$ cat config.mk
export PLATFORM = sky130hd
export DESIGN_NAME = coeff_load_sequencer
export DESIGN_NICKNAME = d
export VERILOG_FILES = /design/src/rtl/fir_coeff_pkg.sv /design/src/rtl/coeff_addr_gen.sv /design/src/rtl/coeff_load_sequencer.sv
export SDC_FILE = /design/constraint.sdc
export NUM_CORES = 1
export LEC_CHECK = 0
export ABC_CLOCK_PERIOD_IN_PS = 2460
export BUFFER_PORTS_ARGS = -buffer_cell sky130_fd_sc_hd__buf_2
export CAP_MARGIN = 15
export CORE_MARGIN = 3
export CORE_UTILIZATION = 35
export CTS_CLUSTER_DIAMETER = 120
export DETAILED_ROUTE_END_ITERATION = 8
export GPL_TIMING_DRIVEN = 1
export SETUP_SLACK_MARGIN = 0.3
export SYNTH_ARGS = -nofsm -noshare
export SYNTH_HDL_FRONTEND = slang
export SYNTH_SLANG_ARGS = --single-unit
$ cat constraint.sdc
create_clock -name iClk_12M -period 2.46 [get_ports iClk_12M]
set_clock_uncertainty 0.15 [all_clocks]
set_input_delay 0.123 -clock iClk_12M [delete_from_list [all_inputs] [get_ports iClk_12M]]
set_output_delay 0.123 -clock iClk_12M [all_outputs]
set_load 0.05 [all_outputs]
$ cat src/rtl/fir_coeff_pkg.sv
// Shared constants, state encoding and RAM strobe levels for the FIR coefficient path.
package fir_coeff_pkg;
  localparam int COEFF_W    = 16;
  localparam int BANK_DEPTH = 10;
  localparam int NUM_BANK   = 4;
  localparam int MAX_TAPS   = NUM_BANK * BANK_DEPTH;
  localparam int ADDR_W     = 4;
  localparam int TAP_W      = 6;

  typedef enum logic [2:0] {IDLE, ARM, STREAM, FILL, DONE} state_t;

  localparam logic CSN_IDLE = 1'b1;
  localparam logic WRN_IDLE = 1'b1;
endpackage

$ cat src/rtl/coeff_addr_gen.sv
// Linear tap counter plus bank-local mod-DEPTH address; shared with the filter controller.
module coeff_addr_gen
  import fir_coeff_pkg::*;
#(
  parameter int DEPTH = BANK_DEPTH,
  parameter int TAPS  = MAX_TAPS,
  parameter int AW    = ADDR_W,
  parameter int TW    = TAP_W
) (
  input  logic          i_clk,
  input  logic          i_rst,
  input  logic          i_clr,
  input  logic          i_inc,
  output logic [TW-1:0] o_tap,
  output logic [AW-1:0] o_addr,
  output logic          o_wrap,
  output logic          o_last
);
  logic [TW-1:0] r_tap;
  logic [AW-1:0] r_addr;

  always_ff @(posedge i_clk) begin
    if (i_rst || i_clr) begin
      r_tap  <= '0;
      r_addr <= '0;
    end else if (i_inc) begin
      r_tap  <= o_last ? '0 : r_tap + 1'b1;
      r_addr <= o_wrap ? '0 : r_addr + 1'b1;
    end
  end

  assign o_tap  = r_tap;
  assign o_addr = r_addr;
  assign o_wrap = (r_addr == AW'(DEPTH - 1));
  assign o_last = (r_tap == TW'(TAPS - 1));
endmodule

$ cat src/rtl/coeff_load_sequencer.sv
// Streams N coefficients into the FIR coefficient RAM and zero-fills the remaining taps.
module coeff_load_sequencer
  import fir_coeff_pkg::*;
(
  input  logic                      iClk_12M,
  input  logic                      iRst,
  input  logic                      iLoadStart,
  input  logic [TAP_W-1:0]          iNumTaps,
  input  logic                      iCoeffValid,
  input  logic signed [COEFF_W-1:0] iCoeffData,
  output logic                      oCoeffReady,
  output logic                      oCoeffiUpdateFlag,
  output logic                      oCsnRam,
  output logic                      oWrnRam,
  output logic [ADDR_W-1:0]         oAddrRam,
  output logic signed [COEFF_W-1:0] oWrDtRam,
  output logic [TAP_W-1:0]          oNumOfCoeff,
  output logic                      oBusy,
  output logic                      oDone,
  output logic                      oErr
);
  state_t                r_state, w_nxt_state;
  logic [TAP_W-1:0]      r_n;
  logic                  r_flag, r_csn, r_wrn, r_done, r_err;
  logic [ADDR_W-1:0]     r_addr;
  logic [COEFF_W-1:0]    r_data;

  logic [TAP_W-1:0]      w_tap;
  logic [ADDR_W-1:0]     w_addr;
  logic                  w_wrap, w_last;
  logic                  w_ready, w_acc, w_wr, w_start, w_num_ok;
  logic [COEFF_W-1:0]    w_data;

  coeff_addr_gen u_addr_gen (
    .i_clk  (iClk_12M),
    .i_rst  (iRst),
    .i_clr  (r_state == IDLE),
    .i_inc  (w_wr),
    .o_tap  (w_tap),
    .o_addr (w_addr),
    .o_wrap (w_wrap),
    .o_last (w_last)
  );

  assign w_ready  = (r_state == STREAM) && (w_tap < r_n);
  assign w_acc    = w_ready && iCoeffValid;
  assign w_start  = (r_state == IDLE) && iLoadStart;
  assign w_num_ok = (iNumTaps != '0) && (iNumTaps <= TAP_W'(MAX_TAPS));

  always_comb begin
    w_nxt_state = r_state;
    w_wr        = 1'b0;
    w_data      = '0;
    case (r_state)
      IDLE:   if (w_start && w_num_ok) w_nxt_state = ARM;
      ARM:    w_nxt_state = STREAM;
      STREAM: begin
        w_wr   = w_acc;
        w_data = iCoeffData;
        if (w_acc && (w_tap == r_n - 1'b1))
          w_nxt_state = (r_n == TAP_W'(MAX_TAPS)) ? DONE : FILL;
      end
      FILL: begin
        // Zero slots use the same counter, so bank wrap stays in step with the filter
        w_wr = 1'b1;
        if (w_last) w_nxt_state = DONE;
      end
      DONE:    w_nxt_state = IDLE;
      default: w_nxt_state = IDLE;
    endcase
  end

  always_ff @(posedge iClk_12M) begin
    if (iRst) begin
      r_state <= IDLE;
      r_n     <= '0;
      r_flag  <= 1'b0;
      r_csn   <= CSN_IDLE;
      r_wrn   <= WRN_IDLE;
      r_addr  <= '0;
      r_data  <= '0;
      r_done  <= 1'b0;
      r_err   <= 1'b0;
    end else begin
      r_state <= w_nxt_state;
      r_flag  <= (w_nxt_state != IDLE);
      r_csn   <= w_wr ? ~CSN_IDLE : CSN_IDLE;
      r_wrn   <= w_wr ? ~WRN_IDLE : WRN_IDLE;
      if (w_wr) begin
        r_addr <= w_addr;
        r_data <= w_data;
      end
      r_done  <= (r_state == DONE);
      r_err   <= w_start && !w_num_ok;
      if (w_start && w_num_ok) r_n <= iNumTaps;
    end
  end

  assign oCoeffReady       = w_ready;
  assign oCoeffiUpdateFlag = r_flag;
  assign oCsnRam           = r_csn;
  assign oWrnRam           = r_wrn;
  assign oAddrRam          = r_addr;
  assign oWrDtRam          = r_data;
  assign oNumOfCoeff       = r_n;
  assign oBusy             = (r_state != IDLE);
  assign oDone             = r_done;
  assign oErr              = r_err;
endmodule
# After elaboration in Yosys (flattened, before gate mapping)
# Index checks and enable logic that the tools add are counted.
# op_classes
add_sub_neg,3
mul,0
div,0
magnitude_cmp,2
eq_ne,8
shifts,0
mux,10
bitwise,0
reduce_logical,13
# op_table
operator,n
2-to-1 mux 16 bit,1
equality test 6 bit (second input constant),2
2-to-1 mux 3 bit,4
case mux 3 bit (4 select lines),1
logical AND 1 bit,7
adder 6 x 1 -> 6 bit (second input constant),1
equality test 3 x 2 -> 1 bit (second input constant),2
equality test 6 bit,1
less-or-equal comparator 6 bit (second input constant),1
less-than comparator 6 bit,1
2-to-1 mux 6 bit,1
nonzero test 3 bit,2
nonzero test 6 bit,1
subtractor 6 x 1 -> 6 bit (second input constant),1
adder 4 x 1 -> 4 bit (second input constant),1
equality test 4 bit (second input constant),1
2-to-1 mux 4 bit,1
equality test 3 x 1 -> 1 bit (second input constant),1
equality test 3 bit (second input constant),1
logical NOT 3 bit,1
case mux 1 bit (2 select lines),1
logical NOT 1 bit,1
logical OR 1 bit,1
2-to-1 mux 1 bit,1
# word_totals
ff_bits,43
latch_bits,0
mem_bits_rw,0
rom_bits,0
inputBits,26
wordCells,46
n_memories,0

# Longest topological paths before layout
# depth
depth_word,7
depth_mapped,10
depth_no_buf,7

# Hierarchy
# From an unflattened synthesis, not the netlist that was laid out.
# unflattened
hier_cells,240
hier_area_um2,2110.8
# by_module_without_submodules
module,n_inst,cells_each,area_each_um2
coeff_load_sequencer,1,188,1636.6
coeff_addr_gen,1,52,474.2

# Least setup slack after synthesis
# Ideal clock, no wire load.
# synth_timing
kind,register to register
startpoint,"register r_n[3], in the netlist oNumOfCoeff[3]"
endpoint,register r_state[0]
setup_ns,0.069
arrival_ns,2.640
t_required_ns,2.241
slack_ns,-0.399
path_stages_with_launch,10
n_path_buf,2
period_less_slack_ns,2.859
path_cell_list,dfxtp_1 -> clkbuf_1 -> inv_1 -> ha_1 -> a21oi_1 -> o211ai_2 -> or3_1 -> buf_2 -> or4_1 -> o21ai_1
# synth_via
elab_chain_len,6
# synth_rtl
item,line_no,source
"start, declared",coeff_load_sequencer.sv:23,logic [TAP_W-1:0] r_n;
"start signal, assigned",coeff_load_sequencer.sv:95,if (w_start && w_num_ok) r_n <= iNumTaps;
branches (longest 4 deep; another with subtractor 6 x 1 -> 6 bit),n/a,
2-to-1 mux 3 bit (*),coeff_load_sequencer.sv:60,if (w_acc && (w_tap == r_n - 1'b1))
case mux 3 bit (4 select lines) (*),coeff_load_sequencer.sv:54,case (r_state)
"end signal, assigned",coeff_load_sequencer.sv:85,r_state <= w_nxt_state;
"end, declared",coeff_load_sequencer.sv:22,"state_t r_state, w_nxt_state;"
# Every way passes the cells marked *.
# A chain may end at the register's enable or synchronous reset.

# Final worst setup path
# layout_timing
startpoint,"register r_n[0], in the netlist oNumOfCoeff[0]"
endpoint,register r_state[0]
# Same word-level chain as after synthesis.

==> report_table.html <==
<table>
<tr><th>Metric</th><th>Value</th></tr>
<tr><th colspan="2">Floorplanning</th></tr>
<tr><td>Die height</td><td>82.4 microns</td></tr>
<tr><td>Die outline area</td><td>6790 sq um</td></tr>
<tr><td>Starting density of the core</td><td>36.7%</td></tr>
<tr><td>I/O Pins</td><td>59</td></tr>
<tr><td>Core area</td><td>~5600 sq um</td></tr>
<tr><td>Row Count</td><td>27</td></tr>
<tr><td>Overall die width</td><td>82.4 microns</td></tr>
<tr><th colspan="2">Timing</th></tr>
<tr><td>Worst Hold Slack</td><td>0.163 ns</td></tr>
<tr><td>Final cycle utilization of the critical path</td><td>between 80% and 90%</td></tr>
<tr><td>Slew @ Worst Pin</td><td>0.619 ns</td></tr>
<tr><td>Slew headroom</td><td>around 59%</td></tr>
<tr><td>Crit path time final</td><td>2.12 ns</td></tr>
<tr><td>Setup repair after global routing missed its margin</td><td>yes</td></tr>
<tr><td>Final-report setup violation count</td><td>0</td></tr>
<tr><td>Summed negative setup slack over all endpoints</td><td>0 ns</td></tr>
<tr><td>Fmax</td><td>471 MHz</td></tr>
<tr><td>Total count of hold-check failures in the final report</td><td>0</td></tr>
<tr><td>Count of pins over their slew limit</td><td>0</td></tr>
<tr><th colspan="2">Yosys</th></tr>
<tr><td>Dominant cells by area after synthesis</td><td>sky130_fd_sc_hd__dfxtp_1 42%, sky130_fd_sc_hd__a21oi_1 6.1%, sky130_fd_sc_hd__nand3_1 5.6%</td></tr>
<tr><td>Register bit count reported by yosys</td><td>43</td></tr>
<tr><td>Number of instances in the synthesized netlist</td><td>248</td></tr>
<tr><td>Synthesis warning total</td><td>0</td></tr>
<tr><td>Post-Syn Area</td><td>2040 sq um</td></tr>
<tr><td>Library cells used by synthesis</td><td>41</td></tr>
<tr><td>Net count of the mapped netlist</td><td>283</td></tr>
<tr><td>Syn_area_per_cell</td><td>8.24 sq um</td></tr>
<tr><td>Portion of the post-synthesis area used by sequential elements</td><td>42.1%</td></tr>
<tr><td>Cell type with the largest total area after synthesis</td><td>sky130_fd_sc_hd__dfxtp_1</td></tr>
<tr><td>Area fraction of the dominant cell type after synthesis</td><td>42.1%</td></tr>
<tr><th colspan="2">Pwr</th></tr>
<tr><td>Design internal power</td><td>0.00105 W</td></tr>
<tr><td>Sequential group share of total power</td><td>47.7%</td></tr>
<tr><td>Clock group share of total power</td><td>29.8%</td></tr>
<tr><td>Worst IR Drop VDD</td><td>0.240 mV</td></tr>
<tr><td>Power density normalized to cell area</td><td>478 nW/um^2</td></tr>
<tr><td>Switching power summed over all nets</td><td>0.000454 W</td></tr>
<tr><td>Switching power as a share of total power</td><td>30.1%</td></tr>
<tr><td>Total Power Consumption</td><td>0.00151 W</td></tr>
<tr><td>Combinational fraction of design power</td><td>22.5%</td></tr>
<tr><td>Cell leakage power</td><td>1.38 nW</td></tr>
<tr><th colspan="2">Worst hold path</th></tr>
<tr><td>Hold worst-path end</td><td>oNumOfCoeff[4]</td></tr>
<tr><td>Cell depth of the worst hold path</td><td>2</td></tr>
<tr><td>Hold path startpoint</td><td>iRst</td></tr>
<tr><td>Type of the most critical hold path</td><td>in2reg</td></tr>
<tr><th colspan="2">Critical path</th></tr>
<tr><td>Critical-path maximum fanout</td><td>4</td></tr>
<tr><td>Worst Setup Start Kind</td><td>flop</td></tr>
<tr><td>Worst reg2reg path startpoint</td><td>oNumOfCoeff[0]</td></tr>
<tr><td>Worst R2R End</td><td>r_state[0]</td></tr>
<tr><td>Data required, critical path</td><td>2.54 ns</td></tr>
<tr><td>CP Data Arrival Time</td><td>2.21 ns</td></tr>
<tr><td>Crit Path Class</td><td>reg2reg</td></tr>
<tr><td>Reg-to-reg setup timing slack</td><td>0.34 ns</td></tr>
<tr><td>Worst R2R Path Depth</td><td>8</td></tr>
<tr><td>Type of destination of the critical path</td><td>flop</td></tr>
<tr><th colspan="2">Finish</th></tr>
<tr><td>Most common cell after layout, fill and taps aside</td><td>sky130_fd_sc_hd__buf_2</td></tr>
<tr><td>Share of post-route cells with drive strength above 1</td><td>between 30% and 40%</td></tr>
<tr><td>Sequential standard cell area</td><td>880 sq um</td></tr>
<tr><td>Count of filler cells inserted in the layout</td><td>between 500 and 600</td></tr>
<tr><td>Multi-input combinational cell area</td><td>1230 sq um</td></tr>
<tr><td>Final instance area</td><td>3160 sq um</td></tr>
<tr><td>Non-filler instance count after layout</td><td>434</td></tr>
<tr><td>Signed area change from the synthesized netlist to the final layout</td><td>54.3%</td></tr>
<tr><td>N_diodes</td><td>0</td></tr>
<tr><td>Most frequent cells in the layout</td><td>58 x sky130_fd_sc_hd__buf_2, 36 x sky130_fd_sc_hd__dfxtp_1, 32 x sky130_fd_sc_hd__buf_4</td></tr>
<tr><td>Total Nets Final</td><td>396</td></tr>
<tr><th colspan="2">Clock tree</th></tr>
<tr><td>Buffer depth of the longest clock path</td><td>2</td></tr>
<tr><td>CTS H-Tree Depth</td><td>2</td></tr>
<tr><td>Clock tree from TritonCTS</td><td>built</td></tr>
<tr><td>Clk root buf</td><td>sky130_fd_sc_hd__clkbuf_8</td></tr>
<tr><td>Number of buffers created by CTS</td><td>5</td></tr>
<tr><td>Worst skew pair latency</td><td>about 0.3 ns</td></tr>
<tr><td>Num Clock Sinks</td><td>43</td></tr>
<tr><td>Clock transition at path regs</td><td>roughly 0.09 ns</td></tr>
<tr><th colspan="2">Placement</th></tr>
<tr><td>Hpwl dp</td><td>3780 microns</td></tr>
<tr><td>IO buf count</td><td>58</td></tr>
<tr><td>Total instance count after detailed placement</td><td>384</td></tr>
<tr><td>Final weighted congestion in routability-driven placement</td><td>0.768</td></tr>
<tr><td>Placed Area</td><td>2570 sq um</td></tr>
<tr><th colspan="2">Route</th></tr>
<tr><td>Detailed-router iteration count before antenna repair</td><td>4</td></tr>
<tr><td>Routed Wire Length</td><td>5760 microns</td></tr>
<tr><td>Vias/cell</td><td>4.99</td></tr>
<tr><td>Number of vias in the routed layout</td><td>2167</td></tr>
<tr><td>Drc violations</td><td>0</td></tr>
<tr><td>Average routed wire per standard cell</td><td>13.3 microns</td></tr>
<tr><td>Violation count after the first detailed-routing iteration</td><td>64</td></tr>
<tr><td>Final antenna-violating net count</td><td>0</td></tr>
<tr><th colspan="2">Global route</th></tr>
<tr><td>Pin count of the biggest net entering global routing</td><td>34</td></tr>
<tr><td>Initial antenna violation count</td><td>0</td></tr>
<tr><td>Aggregate global routing overflow</td><td>0</td></tr>
<tr><td>Wire length of the first global-routing pass</td><td>8670 microns</td></tr>
<tr><td>Global-route usage over all layers</td><td>between 10% and 20%</td></tr>
<tr><td>Via count of the first global-routing pass</td><td>1917</td></tr>
<tr><th colspan="2">Status</th></tr>
<tr><td>Run status</td><td>finished clean</td></tr>
<tr><th colspan="2">Flow run</th></tr>
<tr><td>Max-cap viol count</td><td>0</td></tr>
</table>
[cells in the mapped netlist (all sizes together)]
master	instances
dfxtp	43
nand2	30
a21oi	25
nor2	24
nand3	23
inv	13
clkbuf	11
mux2i	11
ha	9
o21ai	6
nor3	5
nand4	4
a211oi	3
nand3b	3
o31ai	3
or2	3
or3	3
xnor2	3
xor2	3
a211o	2
buf	2
nor4b	2
o211ai	2
o31a	2
a21boi	1
a31o	1
a31oi	1
and2	1
and3	1
and3b	1
nand2b	1
nor3b	1
nor4	1
o21a	1
o221a	1
o41ai	1
or4	1
[power groups by stage]
stage	registers, W	logic (W)	clock network, W
floorplan	0.000788	0.000121	0
global route	0.000722	0.000365	0.000489
CTS	0.000719	0.000303	0.000464
finish	0.000720	0.000339	0.000450
global placement	0.000737	0.000253	0
detailed placement	0.000738	0.000253	0
[state kept, by name, summed over array words and instances (netlist names)]
name	count
oCoeffiUpdateFlag	1
oWrnRam	1
u_addr_gen.o_tap	6
oDone	1
u_addr_gen.o_addr	4
r_state	3
oErr	1
oNumOfCoeff	6
oAddrRam	4
oWrDtRam	16
[final cells by class]
cell class | instances | share of cell area [%]
well taps | 72 | 2.85
clock buffers | 5 | 2.18
inverters | 13 | 1.63
multi-input cells | 180 | 39.0
repair buffers | 118 | 25.9
flip-flops and latches | 43 | 27.9
clock inverters | 3 | 0.595
[worst max-delay path, stage by stage (launching register included)]
cell,delay (ns)
sky130_fd_sc_hd__dfxtp_2,0.34
sky130_fd_sc_hd__buf_4,0.13
sky130_fd_sc_hd__inv_1,0.07
sky130_fd_sc_hd__ha_1,0.32
sky130_fd_sc_hd__xnor2_1,0.13
sky130_fd_sc_hd__nor2_1,0.15
sky130_fd_sc_hd__nand3_2,0.10
sky130_fd_sc_hd__or4_4,0.55
sky130_fd_sc_hd__o21ai_2,0.13
[through the flow]
stage	util [%]	setup slack, ns
floorplan	-	0.0664
global placement	46.0	0.0433
detailed placement	46.0	-0.0258
CTS	53.8	0.300
global route	56.6	0.215
finish	56.6	0.335
[kinds of logic after synthesis]
family | share of synthesized area (%)
XOR/XNOR | 2.57
adder cells (fa/ha/maj) | 5.51
buffers and inverters | 5.08
flip-flops | 42.1
multiplexers | 5.39
AO/OA/AOI/OAI | 14.9
AND/OR/NAND/NOR | 24.4
[worst max-delay path by stage]
stage                         startpoint                  end  slack (ns)
after floorplan           oNumOfCoeff[3]           r_state[0]        0.07
after global routing      oNumOfCoeff[0]           r_state[0]        0.21
after CTS                 oNumOfCoeff[5]           r_state[0]        0.30
after global placement    oNumOfCoeff[5]  u_addr_gen.o_tap[3]        0.04
after detailed placement  oNumOfCoeff[5]  u_addr_gen.o_tap[3]       -0.03
final                     oNumOfCoeff[0]           r_state[0]        0.34
[per-layer routing]
layer  GRT usage, %  share of wire [%]  routed length [microns]  vias to the layer above
li1               -                  -                        -                     1102
met1           19.9                 44                     2550                      999
met2           28.8                 49                     2830                       53
met3           3.58                4.4                      256                       13
met4           5.15                2.2                      126                        0
met5              0                  0                        0                        -
[repair_timing]
item,in CTS,in global routing
setup endpoints to repair,31,19
pin swaps,5,11
setup buffers,9,8
hold buffers,24,0
resized for setup,9,17
hold endpoints to repair,23,0
cloned,0,1
Note: power is estimated with default switching activity, not from simulation.
